**src/rtl/bcd_sched.sv**
```systemverilog
// Binary-to-BCD converter built around one shared restoring divide-by-10 unit
// that produces one decimal digit per (BITS+1) cycles, ones digit first.
module bcd_sched #(
    parameter int BITS   = 14,
    parameter int DIGITS = 4,
    parameter int MAXVAL = 9999
) (
    input  logic                  clk,
    input  logic                  rst_n,
    input  logic                  req_valid,
    input  logic [BITS-1:0]       req_value,
    output logic                  req_ready,
    output logic                  bcd_valid,
    output logic [4*DIGITS-1:0]   bcd_out,
    output logic                  overflow,
    output logic                  busy
);

    localparam int CW = $clog2(BITS + 1);
    localparam int IW = (DIGITS > 1) ? $clog2(DIGITS) : 1;
    localparam logic [BITS-1:0] MAX_B = BITS'(MAXVAL);

    typedef enum logic [1:0] {IDLE, DIV, STORE, DONE} state_e;

    state_e                state_q;
    logic [BITS-1:0]       operand_q;
    logic [3:0]            rem_q;
    logic [CW-1:0]         cnt_q;
    logic [IW-1:0]         idx_q;
    logic [4*DIGITS-1:0]   staging_q;
    logic [4*DIGITS-1:0]   bcd_out_q;
    logic                  ovf_q;
    logic                  overflow_q;

    logic [4:0]            trial;
    logic                  sub;
    logic [3:0]            rem_d;
    logic [4*DIGITS-1:0]   staging_d;

    // One restoring step: bring in the next dividend bit, subtract 10 if it fits.
    // The remainder stays below 10, so five bits hold the trial value.
    always_comb begin
        trial = {rem_q, operand_q[BITS-1]};
        sub   = (trial >= 5'd10);
        rem_d = trial[3:0];
        if (sub) begin
            rem_d = 4'(trial - 5'd10);
        end
    end

    // NOTE: every variable assigned in always_comb gets a default first, so no latch is inferred.
    always_comb begin
        staging_d = staging_q;
        staging_d[4*int'(idx_q) +: 4] = rem_q;
    end

    // The dividend shifts out MSB-first while quotient bits fill in from the
    // LSB, so after BITS steps operand_q already holds the quotient.
    // NOTE: state registers use non-blocking assignments; all of them, including staging, clear on reset.
    always_ff @(posedge clk or negedge rst_n) begin
        if (!rst_n) begin
            state_q    <= IDLE;
            operand_q  <= '0;
            rem_q      <= '0;
            cnt_q      <= '0;
            idx_q      <= '0;
            staging_q  <= '0;
            bcd_out_q  <= '0;
            ovf_q      <= 1'b0;
            overflow_q <= 1'b0;
        end else begin
            case (state_q)
                IDLE: begin
                    if (req_valid) begin
                        operand_q <= (req_value > MAX_B) ? MAX_B : req_value;
                        ovf_q     <= (req_value > MAX_B);
                        rem_q     <= '0;
                        cnt_q     <= '0;
                        idx_q     <= '0;
                        state_q   <= DIV;
                    end
                end
                DIV: begin
                    operand_q <= {operand_q[BITS-2:0], sub};
                    rem_q     <= rem_d;
                    cnt_q     <= cnt_q + 1'b1;
                    if (cnt_q == CW'(BITS - 1)) begin
                        state_q <= STORE;
                    end
                end
                STORE: begin
                    staging_q <= staging_d;
                    rem_q     <= '0;
                    cnt_q     <= '0;
                    idx_q     <= idx_q + 1'b1;
                    if (idx_q < IW'(DIGITS - 1)) begin
                        state_q <= DIV;
                    end else begin
                        bcd_out_q  <= staging_d;
                        overflow_q <= ovf_q;
                        state_q    <= DONE;
                    end
                end
                DONE: begin
                    state_q <= IDLE;
                end
                default: state_q <= IDLE;
            endcase
        end
    end

    assign req_ready = (state_q == IDLE);
    assign busy      = (state_q != IDLE);
    assign bcd_valid = (state_q == DONE);
    assign bcd_out   = bcd_out_q;
    assign overflow  = overflow_q;

endmodule

```
**config.mk**
```make
export PLATFORM = sky130hd
export DESIGN_NAME = bcd_sched
export DESIGN_NICKNAME = d
export VERILOG_FILES = /design/src/rtl/bcd_sched.sv
export SDC_FILE = /design/constraint.sdc
export NUM_CORES = 1
export LEC_CHECK = 0
export BUFFER_PORTS_ARGS = -buffer_cell sky130_fd_sc_hd__buf_2
export CAP_MARGIN = 10
export CORE_MARGIN = 5
export CORE_UTILIZATION = 40
export CTS_CLUSTER_SIZE = 40
export DETAILED_ROUTE_END_ITERATION = 10
export SLEW_MARGIN = 10
export SYNTH_ARGS = -nofsm -noshare
export SYNTH_HDL_FRONTEND = slang
export SYNTH_SLANG_ARGS = --single-unit
```
**constraint.sdc**
```tcl
create_clock -name clk -period 1.95 [get_ports clk]
set_input_delay 0.39 -clock clk [delete_from_list [all_inputs] [get_ports clk]]
set_output_delay 0.39 -clock clk [all_outputs]
set_load 0.03 [all_outputs]
```
==> impl_results.md, run 1 <==
- Status: complete, no violations
- H-Tree Depth: 2
- MaxCap Viol Count: 0
- Detail Route Antenna Nets: 0
- Worst EP arrival: about 1.9 ns
- Area of the multi-input gates: 1160 um2
- CP top delay family: simple AND/OR/NAND/NOR gates
- Drt wl/cell: between 15 and 20 um
- P_leak: 0.00156 uW
- Worst slew margin: 64.6%
- Peak VDD IR: 0.340 mV
- CP endpoint kind: flip-flop
- Die footprint: 8430 um2
- Die Width: 91.8 um
- Vias: a little over 2k
- Wire length of the first global-routing pass: 9970 um
- CTS Root Cell: clkbuf_8
- Worst setup SP type: flip-flop
- Sequential share of the synthesized area: 52.4%
- Fmax: 575 MHz
- Top-Level Pins: 37
- Worst hold path class: in2async
- Std-Cell Core Area: roughly 6400 um2
- Final setup fails: 0
- DP HPWL: 4080 um
- Layout cells sized above 1: 21.2%
- CTS buffer count: 5
- Skew-Pair Late Insertion Delay: ~0.31 ns
- Syn. warnings: 0
- CTS tree: yes
- Reg2reg end: staging_q[1]
- Vias in the first global route: 2057
- Reg2Reg Depth: 5
- DRC: 0
- Starting DRC count in detailed routing: 89
- FILL cells: 628
- Vias per cell: between 5 and 6
- # nets final: 321
- Syn nets: 279
- Total iterations of the first detailed-routing run: 4
- Fin. max-slew vios: 0
- CTS max path bufs: 2
- Clk sinks: 56
- Unrepaired setup endpoints after global routing: no
- Crit-path cells: inv_1 > ha_1 > and4bb_2 > and2_1 > a22o_1
- FP Rows: 29
- Initial antenna violation count: 0
- Largest net degree at the start of global routing: 57
- Total track usage: 14.4%
- Syn Inst Count: 254
- FF-to-FF Start: idx_q[1]
- GRT overflow: 0
- Avg Inst Size Synth: 10.5 um2
- Synthesized area: 2680 um2
- Worst-path fanout max: 5
- Final hold vios: 0
- GPL Wtd Cong: 0.769
- CP peak stage delay: 0.42 ns
- Initial Utilization: 41.7%
- Routed WL: 5790 um
- Synthesized flop and latch total: 56
- Final cell count without fillers: 374
- CTS clk-pin slew, worst paths: 0.10 ns
- DP Cell Count: 366
- Layout Area Growth over Synthesis: 15.8%
- Worst path slowest cell: dfrtp_1
- Setup bufs post-CTS: 0
- CP bufs+invs: 1
- GR Util met3: 2.62%
- Crit Path Class: reg2reg
- Final instance area: 3100 um2
- Worst hold slack: ~0.053 ns
- Total of cells resized after clock tree synthesis: 0
- Primary FF master, synth: dfrtp_1
- Distinct cells, synth: 45
- Final clock skew: around 0.0047 ns
- Dpl cell area: 3010 um2
- Die height: 91.8 um
- Hold_buf cts: 0
- Post-layout power: 2560 uW
- Worst-Margin Slew: 0.530 ns
- Met2 Use GR: 23.1%
- Post-synth EDFFs: 0
- Sequential cell area: about 1400 um2
- Fin Setup TNS: 0 ns
- GR peak layer: met2
- FF-to-FF setup slack: 0.21 ns
- IO Port Bufs: 36
- PwrDens: slightly above 800 nW/um2
- Final worst-path cycle share: 89.3%
- Min Tclk post-route: 1.74 ns
- GR Layer Usage met1: 20.3%
- Antenna Cells: 0
- CP required: 2.15 ns
- Asr flop ratio synth: 100%
cells in the mapped netlist (all sizes together), types with 2 or more instances:
master  number  area share (%)
and3         5             1.2
a21oi       13             2.4
nand2       24             3.4
a222oi       3             1.1
inv         17             2.4
o21ai       21             3.9
o31ai        2            0.56
dfrtp       56              52
clkbuf      12             1.7
and2         3            0.70
nor4         2             1.0
o22ai        2            0.47
a22oi        4             1.1
or3b         2            0.65
a22o        20             6.5
ha           8             3.7
a32o         2            0.75
a221o        4             1.5
nor3         3            0.56
and4bb       2            0.93
nor2b       18             4.2
mux2         2            0.84
nor2         6            0.84
o211ai       2            0.56
a31oi        3            0.70
cell usage in the layout, fill, tap and decap left out, drive strengths merged, types with 2 or more instances in the layout:
cell    synthesis  layout
mux2            2       2
nor4            2       2
a22oi           4       4
ha              8       8
a21oi          13      13
a32o            2       2
dfrtp          56      56
and2            3       3
o31ai           2       2
nor2b          18      18
nand2          24      24
a222oi          3       3
a22o           20      20
clkbuf         12       7
a31oi           3       3
o21ai          21      21
a221o           4       4
buf             1      48
nor3            3       3
and4bb          2       2
inv            17      17
and3            5       5
or3b            2       2
nor2            6       6
o211ai          2       2
o22ai           2       2
layout make-up:
type	instances	area share, %
Clock buffer	7	2.79
Tap cell	77	3.11
Clock inverter	1	0.242
Sequential cell	56	45.2
Inverter	17	2.06
Timing Repair Buffer	48	9.12
Multi-Input combinational cell	168	37.5
routing by layer:
layer  routed length (um)  vias up
li1                     -     1004
met3                  147        7
met2                 2640       23
met1                 2940      987
met4                   65        0
met5                    0        -
worst max path at each step:
| stage | start | end | cells after the start |
|---|---|---|---|
| after global placement | req_value[6] | operand_q[0] | 4 |
| after global routing | idx_q[0] | staging_q[10] | 5 |
| after floorplan | idx_q[0] | staging_q[10] | 5 |
| after CTS | idx_q[1] | staging_q[2] | 5 |
| final | idx_q[1] | staging_q[1] | 5 |
| after detailed placement | req_value[6] | operand_q[7] | 4 |
worst register-to-register path: cells and delay by family, from the launching register on:
| family | cells | cell delay [ns] |
|---|---|---|
| AO/OA/AOI/OAI | 1 | 0.24 |
| adder cells (fa/ha/maj) | 1 | 0.39 |
| buffers and inverters | 1 | 0.10 |
| flip-flops | 1 | 0.42 |
| AND/OR/NAND/NOR | 2 | 0.49 |
cell families (layout without fill, tap and decap cells):
logic type | Yosys count | in the layout | synth area share, %
muxes | 2 | 2 | 0.841
xor gates and xnor gates | 1 | 1 | 0.327
DFF | 56 | 56 | 52.4
adders and majority gates | 8 | 8 | 3.74
and+or+nand+nor | 74 | 74 | 16.2
AOI/OAI and AO/OA | 83 | 83 | 22.3
buffers and inverters | 30 | 73 | 4.25
stage by stage:
stage | utilization (%) | worst slack, ns
4_1_cts | 48.3 | 0.201
2_1_floorplan | - | 0.258
6_report | 48.3 | 0.209
3_5_place_dp | 46.8 | 0.178
3_3_place_gp | 46.8 | 0.199
5_1_grt | 48.3 | 0.106
sequential cells by signal (all words and copies together) (netlist names):
| register | flops |
|---|---|
| staging_q | 12 |
| bcd_out | 16 |
| overflow | 1 |
| state_q | 2 |
| ovf_q | 1 |
| idx_q | 2 |
| cnt_q | 4 |
| operand_q | 14 |
| rem_q | 4 |
power breakdown:
part	switching (uW)	internal, uW	total, uW
combinational	185	245	430
sequential	119	1340	1460
clock	374	290	664
total	678	1880	2560
(Power assumes the default switching activity.)
==> run 2, diff against run 1 <==
--- a/config.mk
+++ b/config.mk
@@ -7,10 +7,12 @@
 export LEC_CHECK = 0
 export BUFFER_PORTS_ARGS = -buffer_cell sky130_fd_sc_hd__buf_2
 export CAP_MARGIN = 10
+export CORE_ASPECT_RATIO = 1.1
 export CORE_MARGIN = 5
 export CORE_UTILIZATION = 40
 export CTS_CLUSTER_SIZE = 40
 export DETAILED_ROUTE_END_ITERATION = 10
+export RECOVER_POWER = 25
 export SLEW_MARGIN = 10
 export SYNTH_ARGS = -nofsm -noshare
 export SYNTH_HDL_FRONTEND = slang
==> run 2 against run 1 <==
Routed wire length fell by 1.8%. Final area rose by 0.44%. Clock power rose by 14%. Clock-buffer cell count fell by 1. Clock skew fell by 0.00058 ns. Die area barely moved. Setup slack improved by 0.0057 ns. Non-clock buffer count rose by 1. Highest routed layer unchanged.
==> impl_results.md, run 2 (synthesis results as in run 1) <==
- Status: complete, no violations
- GR Util met3: 3.17% (+0.55 points)
- Reg2reg end: staging_q[1]
- Starting DRC count in detailed routing: 67 (-25%)
- Vias in the first global route: 2111 (+2.6%)
- DRC: 0 (unchanged)
- Top-Level Pins: 37 (unchanged)
- Final worst-path cycle share: 89.0% (-0.29 points)
- Fin Setup TNS: 0 ns (unchanged)
- Worst hold path class: in2async
- Worst Setup SP: idx_q[1]
- GR Layer Usage met1: 19.0% (-1.2 points)
- Final hold vios: 0 (unchanged)
- Antenna Cells: 0 (unchanged)
- MaxCap Viol Count: 0 (unchanged)
- Initial antenna violation count: 0 (unchanged)
- CP bufs+invs: 1 (unchanged)
- IO Port Bufs: 36 (unchanged)
- Largest net degree at the start of global routing: 37 (-35%)
- Critical Path Stages: 5 (unchanged)
- Final cell count without fillers: 380 (+1.6%)
- Initial Utilization: 40.8% (-0.84 points)
- Vias per cell: 5.40 (about the same)
- H-Tree Depth: 2 (unchanged)
- Drt wl/cell: 15.0 um (-3.4%)
- Die height: 95.8 um (+4.4%)
- Reg2Reg Depth: 5 (unchanged)
- CTS tree: yes
- Wire length of the first global-routing pass: 9980 um (+0.14%)
- Layout Area Growth over Synthesis: 16.3%
- Worst-path fanout max: 5 (unchanged)
- Fin. max-slew vios: 0 (unchanged)
- Std-Cell Core Area: 6560 um2 (+2.1%)
- Final setup fails: 0 (unchanged)
- Total of cells resized after clock tree synthesis: 0 (unchanged)
- Min Tclk post-route: 1.73 ns (-0.00568 ns)
- Critical path destination: staging_q[1]
- Worst-Margin Slew: 1.08 ns (+0.553 ns)
- Detail Route Antenna Nets: 0 (unchanged)
- FP Rows: 31 (+6.9%)
- Peak VDD IR: 0.381 mV (+12%)
- Die Width: 88.0 um (-4.1%)
- CP endpoint kind: flip-flop
- Worst path slowest cell: dfrtp_1
- GRT overflow: 0 (unchanged)
- Vias: 2052 (+1.5%)
- CTS Root Cell: clkbuf_8
- Total iterations of the first detailed-routing run: 5 (+1)
- Layout cells sized above 1: 21.1% (-0.071 points)
- Setup bufs post-CTS: 0 (unchanged)
- Final clock skew: 0.00413 ns (-0.000575 ns)
- CTS clk-pin slew, worst paths: 0.10 ns (about the same)
- DP Cell Count: 372 (+1.6%)
- CTS max path bufs: 2 (unchanged)
- Most frequent cells in the layout: dfrtp_1, buf_2, nand2_1, o21ai_0, a22o_1
- Most common cell after layout, fill and taps aside: dfrtp_1
- Met2 Use GR: 25.8% (+2.6 points)
- Fmax: 576 MHz (+0.33%)
- Worst setup SP type: flip-flop
- CP required: 2.15 ns (about the same)
- DP HPWL: 4100 um (+0.58%)
- Worst EP arrival: 1.94 ns (about the same)
- Clk sinks: 56 (unchanged)
- GPL Wtd Cong: 0.811 (+5.4%)
- CTS buffer count: 5 (unchanged)
- GR peak layer: met2
- Crit-path cells: inv_1 > ha_1 > and4bb_2 > and2_1 > a22o_1
- CP top delay family: simple AND/OR/NAND/NOR gates
- Total track usage: 15.0% (+0.57 points)
- Crit Path Class: reg2reg
- Worst slew margin: 27.8% (-37 points)
- Max FFs per register: 16 (unchanged)
- Unrepaired setup endpoints after global routing: no
- Skew-Pair Late Insertion Delay: 0.30 ns (about the same)
- PwrDens: 845 nW/um2 (+2.5%)
- Die footprint: 8430 um2 (about the same)
- FF-to-FF setup slack: 0.22 ns (about the same)
- Routed WL: 5690 um (-1.8%)
- Hold_buf cts: 0 (unchanged)
- CP peak stage delay: 0.41 ns (about the same)
- # nets final: 322 (+0.31%)
- P_leak: 0.00157 uW (+0.51%)
- FF-to-FF Start: idx_q[1]
[run 2: layout make-up]
class                      count  area [um2]
tap                           82         103
fill                         637        3440
timing repair buffer          49         277
inverter                      17        63.8
clock buffer                   6        72.6
multi-input combinational    168        1160
sequential                    56        1400
clock inverter                 2        35.0
[run 2: worst min path at each step]
stage / slack [ns] / startpoint / cells after the start / end
after floorplan: 0.09 / rst_n / 0 / bcd_out[0]
after global placement: 0.38 / rst_n / 1 / bcd_out[2]
after detailed placement: 0.39 / rst_n / 1 / bcd_out[2]
after CTS: 0.05 / rst_n / 1 / staging_q[4]
after global routing: 0.31 / req_value[2] / 3 / operand_q[2]
final: 0.25 / rst_n / 1 / bcd_out[2]
[run 2: metrics by stage]
step                      worst slack, ns  cell area (um2)  power, uW  hold WS (ns)  utilization [%]
after floorplan                     0.258             2680       1770        0.0944                -
after global placement              0.197             3020       1900         0.383             46.1
after detailed placement            0.185             3020       1910         0.386             46.1
after CTS                           0.200             3130       2670        0.0485             47.7
after global routing               0.0940             3110       2780         0.308             47.5
final                               0.215             3110       2630         0.254             47.5
[run 2: power by group]
part / internal (uW) / total [uW] / switching [uW] / leakage [uW]
Sequential: 1340 / 1460 / 113 / 0.000705
Clock: 382 / 757 / 374 / 0.0000552
Combinational: 241 / 418 / 178 / 0.000808
[run 2: per-layer routing]
layer  vias to the layer above  share of wire [%]
li1                       1011                  -
met5                         -                  0
met1                       992                 46
met2                        45                 48
met3                         4                4.9
met4                         0               0.99
